### src/rtl/adder_pkg.sv
// Shared types and widths for the arbitrated adder: operand width, counter
// width, requester tag and the record that enters the adder pipeline.
package adder_pkg;

    localparam int DATA_W = 8;
    localparam int CNT_W  = 16;

    typedef logic tag_t;

    typedef struct packed {
        logic              valid;
        tag_t              tag;
        logic [DATA_W-1:0] a;
        logic [DATA_W-1:0] b;
        logic              cin;
    } stage_t;

endpackage

### src/rtl/add8_pipe.sv
// LAT-stage pipelined 8-bit adder; valid and requester tag travel with each
// result so the caller can route it without tracking latency itself.
module add8_pipe
    import adder_pkg::*;
#(
    parameter int LAT = 2
) (
    input  logic              clk,
    input  logic              rst,
    input  stage_t            in_stage,
    output logic              out_valid,
    output tag_t              out_tag,
    output logic [DATA_W-1:0] out_sum,
    output logic              out_cout
);

    logic              vld_p [LAT];
    tag_t              tag_p [LAT];
    logic [DATA_W:0]   res_p [LAT];

    function automatic logic [DATA_W:0] add_carry(input logic [DATA_W-1:0] a,
                                                  input logic [DATA_W-1:0] b,
                                                  input logic              cin);
        return {1'b0, a} + {1'b0, b} + {{DATA_W{1'b0}}, cin};
    endfunction

    always_ff @(posedge clk) begin
        if (rst) begin
            for (int i = 0; i < LAT; i++) vld_p[i] <= 1'b0;
        end else begin
            vld_p[0] <= in_stage.valid;
            for (int i = 1; i < LAT; i++) vld_p[i] <= vld_p[i-1];
        end
    end

    // Stage p0 captures the sum only on an accepting edge; later stages just delay it
    always_ff @(posedge clk) begin
        if (in_stage.valid) begin
            tag_p[0] <= in_stage.tag;
            res_p[0] <= add_carry(in_stage.a, in_stage.b, in_stage.cin);
        end
        for (int i = 1; i < LAT; i++) begin
            tag_p[i] <= tag_p[i-1];
            res_p[i] <= res_p[i-1];
        end
    end

    assign out_valid = vld_p[LAT-1];
    assign out_tag   = tag_p[LAT-1];
    assign out_sum   = res_p[LAT-1][DATA_W-1:0];
    assign out_cout  = res_p[LAT-1][DATA_W];

endmodule

### src/rtl/adder_arbiter.sv
// Two requesters share one pipelined adder: round-robin grant, issue counter,
// and per-requester result strobes with held last results.
module adder_arbiter
    import adder_pkg::*;
#(
    parameter int LAT = 2
) (
    input  logic              clk,
    input  logic              rst,
    input  logic              req0_valid,
    input  logic [DATA_W-1:0] req0_a,
    input  logic [DATA_W-1:0] req0_b,
    input  logic              req0_cin,
    output logic              req0_ready,
    input  logic              req1_valid,
    input  logic [DATA_W-1:0] req1_a,
    input  logic [DATA_W-1:0] req1_b,
    input  logic              req1_cin,
    output logic              req1_ready,
    output logic              res0_valid,
    output logic [DATA_W-1:0] res0_sum,
    output logic              res0_cout,
    output logic              res1_valid,
    output logic [DATA_W-1:0] res1_sum,
    output logic              res1_cout,
    output logic [CNT_W-1:0]  issue_cnt
);

    logic              prio;
    logic              grant0;
    logic              grant1;
    stage_t            in_stage;
    logic              out_valid;
    tag_t              out_tag;
    logic [DATA_W-1:0] out_sum;
    logic              out_cout;
    logic [DATA_W-1:0] hold0_sum;
    logic [DATA_W-1:0] hold1_sum;
    logic              hold0_cout;
    logic              hold1_cout;

    always_comb begin
        grant0 = 1'b0;
        grant1 = 1'b0;
        if (!rst) begin
            if (req0_valid && (!req1_valid || !prio)) grant0 = 1'b1;
            else if (req1_valid)                      grant1 = 1'b1;
        end
    end

    assign req0_ready = grant0;
    assign req1_ready = grant1;

    always_comb begin
        in_stage.valid = grant0 | grant1;
        in_stage.tag   = grant1;
        in_stage.a     = grant1 ? req1_a   : req0_a;
        in_stage.b     = grant1 ? req1_b   : req0_b;
        in_stage.cin   = grant1 ? req1_cin : req0_cin;
    end

    always_ff @(posedge clk) begin
        if (rst) begin
            prio      <= 1'b0;
            issue_cnt <= '0;
        end else if (grant0 || grant1) begin
            prio      <= grant0;
            issue_cnt <= issue_cnt + CNT_W'(1);
        end
    end

    add8_pipe #(.LAT(LAT)) u_pipe (
        .clk       (clk),
        .rst       (rst),
        .in_stage  (in_stage),
        .out_valid (out_valid),
        .out_tag   (out_tag),
        .out_sum   (out_sum),
        .out_cout  (out_cout)
    );

    // Results present the live pipe value on the strobe and the held copy otherwise
    always_ff @(posedge clk) begin
        if (rst) begin
            hold0_sum  <= '0;
            hold0_cout <= 1'b0;
            hold1_sum  <= '0;
            hold1_cout <= 1'b0;
        end else if (out_valid) begin
            if (out_tag) begin
                hold1_sum  <= out_sum;
                hold1_cout <= out_cout;
            end else begin
                hold0_sum  <= out_sum;
                hold0_cout <= out_cout;
            end
        end
    end

    assign res0_valid = out_valid && !out_tag && !rst;
    assign res1_valid = out_valid &&  out_tag && !rst;
    assign res0_sum   = res0_valid ? out_sum  : hold0_sum;
    assign res0_cout  = res0_valid ? out_cout : hold0_cout;
    assign res1_sum   = res1_valid ? out_sum  : hold1_sum;
    assign res1_cout  = res1_valid ? out_cout : hold1_cout;

endmodule

### config.mk
export PLATFORM = sky130hd
export DESIGN_NAME = adder_arbiter
export DESIGN_NICKNAME = d
export VERILOG_FILES = /design/src/rtl/adder_pkg.sv /design/src/rtl/add8_pipe.sv /design/src/rtl/adder_arbiter.sv
export SDC_FILE = /design/constraint.sdc
export NUM_CORES = 1
export LEC_CHECK = 0
export ABC_AREA = 1
export BUFFER_PORTS_ARGS = -buffer_cell sky130_fd_sc_hd__buf_2
export CAP_MARGIN = 20
export CORE_AREA = 2 2 74 76
export CTS_CLUSTER_SIZE = 12
export DETAILED_ROUTE_END_ITERATION = 12
export DIE_AREA = 0 0 76 78
export PLACE_DENSITY = 0.83
export SLEW_MARGIN = 20
export SYNTH_ARGS = -nofsm -noshare
export SYNTH_HDL_FRONTEND = slang
export SYNTH_SLANG_ARGS = --single-unit
### constraint.sdc
create_clock -name clk -period 4.8 [get_ports clk]
set_input_delay 0.48 -clock clk [delete_from_list [all_inputs] [get_ports clk]]
set_output_delay 0.48 -clock clk [all_outputs]
set_load 0.01 [all_outputs]
### After elaboration in Yosys (flattened, before gate mapping)

Memories as Yosys holds them, arrays and structs flattened.
Index checks and enable logic that the tools add are counted.

* $add $sub $neg: 3
* bitwise operators: 4
* reductions and logical operators: 13
* multiplexer cells: 19

Operators by type and width (count)
* $mux 8: 4
* $add 16x1->16 const B: 1
* $mux 1: 15
* $add 8x8->9: 1
* $add 9x1->9: 1
* $logic_and 1x1->1: 5
* $logic_not 1->1: 4
* $reduce_and 2->1: 2
* $or 1x1->1: 3
* $logic_or 1x1->1: 2
* $not 1->1: 1

* register bits after elaboration: 35
* memory bits (writable): 22
* memories kept: 3
* word-level logic and storage cells: 48

Memory list
* u_pipe.res_p: depth 2, width 9, read ports 2, clocked after memory_dff 0, write ports 2, line add8_pipe.sv:19 `logic [DATA_W:0] res_p [LAT];`
* u_pipe.tag_p: depth 2, width 1, read ports 2, clocked after memory_dff 0, write ports 2, line add8_pipe.sv:18 `tag_t tag_p [LAT];`
* u_pipe.vld_p: depth 2, width 1, read ports 2, clocked after memory_dff 0, write ports 2, line add8_pipe.sv:17 `logic vld_p [LAT];`

### Logic depth before layout (Yosys ltp)

* word-level depth: 8
* gate-level depth with buffers: 14
* mapped depth without buffers: 13

### By module

A second synthesis with hierarchy kept.

* cell total of the unflattened synthesis: 389
* area, all modules: 2882.8 um2

By module, submodules not included
* adder_arbiter: area each 1915.6 um2, instances 1, sequential area each 700.7 um2, cells each 296
* add8_pipe: area each 967.2 um2, instances 1, sequential area each 540.5 um2, cells each 93

### Worst setup path before layout

No wires, ideal clock.

* path type: in2reg
* start point: input port rst
* end point: memory u_pipe.res_p[0][6] in the netlist's numbering (data pin)
* arrival time: 2128 ps
* cell stages on the path: 11
* setup slack: 2412 ps
* buffers on the path: 2
* path through: buf_6 > nor2_4 > nand2_2 > buf_4 > mux2i_1 > fa_1 > inv_1 > fa_1 > nand4_1 > nand3_1 > xor2_1

RTL lines
* start, declared: line adder_arbiter.sv:9 `input logic rst,`
* end, declared: line add8_pipe.sv:19

==> impl_metrics.csv <==
group,metric,value,unit
synthesis,synth_fa_ha_area_share,4.993,%
die,start_util,55.66,%
grt,grt_pass1_wl,9.349,mm
route,drt_wl_total,5.634,mm
setup_path,crit_start,"rst",
sta,setup_viol_count_final,0,
setup_path,path_max_fanout,25,
layout,most-common-layout-cells,"nand2_1 (106), buf_2 (75), inv_1 (50)",
setup_path,max_stage_delay,0.48,ns
route,first_iter_violations,147,
placed_design,dp.cells,497,
synthesis,ys_types,32,
setup_path,cp_common_cell,"nand2_1",
clocking,clk_pin_slew,0.06,ns
layout,area_delta_synth_final,19.75,%
pwr,powerDensity,323.5,mW/mm2
grt,grt_max_degree,33,
grt,antenna_found_initial,0,
layout,fin_nets,486,
pwr,p_leak,1.618,nW
die,num_io_pins,76,
hold_path,hold_start,"u_pipe.res_p[0][1]$_DFFE_PP_",
clocking,cts_resized,0,
sta,fmax,364.5,MHz
synthesis,async_flop_share,0,%
die,die_y,78,um
setup_path,worst_setup_path_end_kind,"flip-flop",
status,status,"complete, no violations",
layout,drive_gt1_share,21.67,%
setup_path,reg2reg_to,"u_pipe.res_p[0][7]$_DFFE_PP_",
synthesis,syn_area,0.002806,mm2
route,wl_per_cell,10.98,um
sta,clock_skew,0.007213,ns
setup_path,cp_cell_sequence,"buf_2 > nor2_4 > nand2_2 > inv_1 > nand2_1 > nand2_1 > ha_1 > a21oi_1 > o21ai_0 > nor2_1 > nand2_1 > nand2_1 > nand2_1",
hold_path,holdCritPathClass,"flip-flop to flip-flop",
pwr,ir_worst_vdd,0.0001604,V
setup_path,crit_end,"u_pipe.res_p[0][7]$_DFFE_PP_",
clocking,cts_hold_buf,0,
clocking,clk_path_buf_depth,2,
synthesis,yosysWarnings,0,
synthesis,synth-xor-area-share,1.560,%
synthesis,synth_nets,411,
setup_path,ff2ff_setup_slack,2.35,ns
sta,maxSlewHeadroom,57.63,%
synthesis,synth_ff_type,"dfxtp_1",
flow_run,maxCapViolCount,0,
setup_path,crit_path_start_kind,"input port",
setup_path,cpMaxStageDelayCell,"buf_2",
route,drt-vias-per-instance,4.883,
synthesis,synthCells,363,
clocking,cts_root_buf,"clkbuf_8",
clocking,postCtsSetupRepairBufs,0,
route,route.detailed.drc,0,
synthesis,ys_ff_latch,57,
layout,finalNonFillerCells,513,
clocking,clk_latency,0.33,ns
die,row_count,26,
sta,slew_violations,0,
grt,grt_overflow,0,
layout,num_antenna_cells,0,
synthesis,syn_avg_cell_area,7.731,um2
placed_design,numPortBuffers,75,
sta,layout_worst_path_cycle_share,57.16,%
layout,nFillCells,446,
synthesis,synth_top_family_by_area,"simple AND/OR/NAND/NOR gates",
setup_path,required,4.88,ns
layout,regArea,0.001241,mm2
route,vias,2505,
clocking,cts_buffers,9,
die,die_w,76,um
clocking,cts_tree,"built",
clocking,h-tree-depth,3,
sta,hold_viol,0,
route,antenna_left,0,
route,drt_pre_antenna_iters,4,
setup_path,arrival,2.83,ns
grt,grt_pass1_vias,2233,
placed_design,place.gp.congestion,0.8988,
sta,rsz0062_at_grt,"false",
setup_path,r2r-start,"prio$_SDFFE_PP0P_",
synthesis,synth-simple-area-share,24.88,%
synthesis,synth-seq-area-share,44.23,%
layout,final_common_cell,"nand2_1",
setup_path,crit_type,"input port to flip-flop",
die,core_area,0.005042,mm2
synthesis,synth_compound_area_share,13.33,%
clocking,cts_sinks,57,
sta,setup-tns-final,0,ns
placed_design,place_hpwl,4.124,mm
layout,multiInputGateArea,0.001286,mm2
synthesis,synth_mux_area_share,1.070,%
sta,post-route-min-period,2.744,ns
grt,grtUsageTotal,19.47,%
synthesis,synth_edf_count,10,
die,die_area,0.005928,mm2
sta,tightest_slew,0.6332,ns
setup_path,rr_worst_depth,13,
## cells in the mapped netlist, types with 4 or more instances
cell type | n | area [um2]
a21oi_1 | 16 | 80.08
edfxtp_1 | 10 | 300.3
nand2_1 | 106 | 397.9
o21ai_0 | 29 | 145.1
o31ai_1 | 18 | 135.1
dfxtp_1 | 47 | 940.9
inv_1 | 50 | 187.7
ha_1 | 8 | 100.1
nor2_1 | 23 | 86.33
nand4_1 | 7 | 43.79
nand3_1 | 13 | 65.06
xor2_1 | 4 | 35.03
## per-stage QoR
| stage | utilization (%) | hold WS, ns | power [mW] | setup slack (ns) | area [um2] |
|---|---|---|---|---|---|
| 4_1_cts | 66.65 | 0.3398 | 1.095 | 2.063 | 3361 |
| 3_3_place_gp | 63.28 | 0.3246 | 0.7041 | 1.815 | 3191 |
| 2_1_floorplan | - | 0.3233 | 0.6611 | 2.412 | 2806 |
| 3_5_place_dp | 63.28 | 0.3278 | 0.7101 | 1.706 | 3191 |
| 5_1_grt | 66.65 | 0.3502 | 1.140 | 1.805 | 3361 |
| 6_report | 66.65 | 0.3391 | 1.087 | 2.056 | 3361 |
## metal layers
metal	share of wire, %	vias up	global-route usage (%)
li1	-	1332	-
met1	48	1107	24.44
met2	46	60	32.32
met3	4.3	6	4.651
met4	1.3	0	8.182
met5	0	-	0
## state kept, by name, indices dropped and copies added (netlist names)
| name | cells |
|---|---|
| hold0_cout | 1 |
| hold1_sum | 8 |
| prio | 1 |
| u_pipe.vld_p | 2 |
| issue_cnt | 16 |
| hold0_sum | 8 |
| hold1_cout | 1 |
| u_pipe.res_p | 18 |
| u_pipe.tag_p | 2 |
## power breakdown
group / switching, mW / leakage [nW] / internal [mW]
logic: 0.0940 / 1.05 / 0.0609
registers: 0.0160 / 0.481 / 0.529
clock network: 0.171 / 0.0850 / 0.217
## area by class of cell
type | count | area share [%]
clock buffer | 16 | 5.063
inverter | 52 | 5.957
timing repair buffer | 75 | 11.17
tap | 70 | 2.606
multi-input combinational | 243 | 38.27
sequential | 57 | 36.93
## cell families (layout without fill, tap and decap cells)
family | Yosys count | count (layout)
flip-flops | 57 | 57
AO/OA/AOI/OAI | 65 | 65
XOR/XNOR | 5 | 5
multiplexers | 3 | 3
adder cells (fa/ha/maj) | 10 | 10
AND/OR/NAND/NOR | 160 | 160
buffers and inverters | 63 | 143
## worst min-delay path by stage
stage	endpoint	slack, ns	cells past startpoint
floorplan	u_pipe.res_p[0][10]$_DFF_P_	0.32	0
global placement	u_pipe.res_p[0][16]$_DFF_P_	0.32	0
detailed placement	u_pipe.res_p[0][15]$_DFF_P_	0.33	0
CTS	u_pipe.res_p[0][10]$_DFF_P_	0.34	0
global route	u_pipe.res_p[0][14]$_DFF_P_	0.35	0
finish	u_pipe.res_p[0][10]$_DFF_P_	0.34	0
## worst max-delay path, delay by kind of cell
family	cells	cell delay [ns]
fa+ha+maj	1	0.35
buf+inv	2	0.80
simple gates	8	0.87
compound gates	2	0.30
Note: power is estimated with default switching activity, not from simulation.
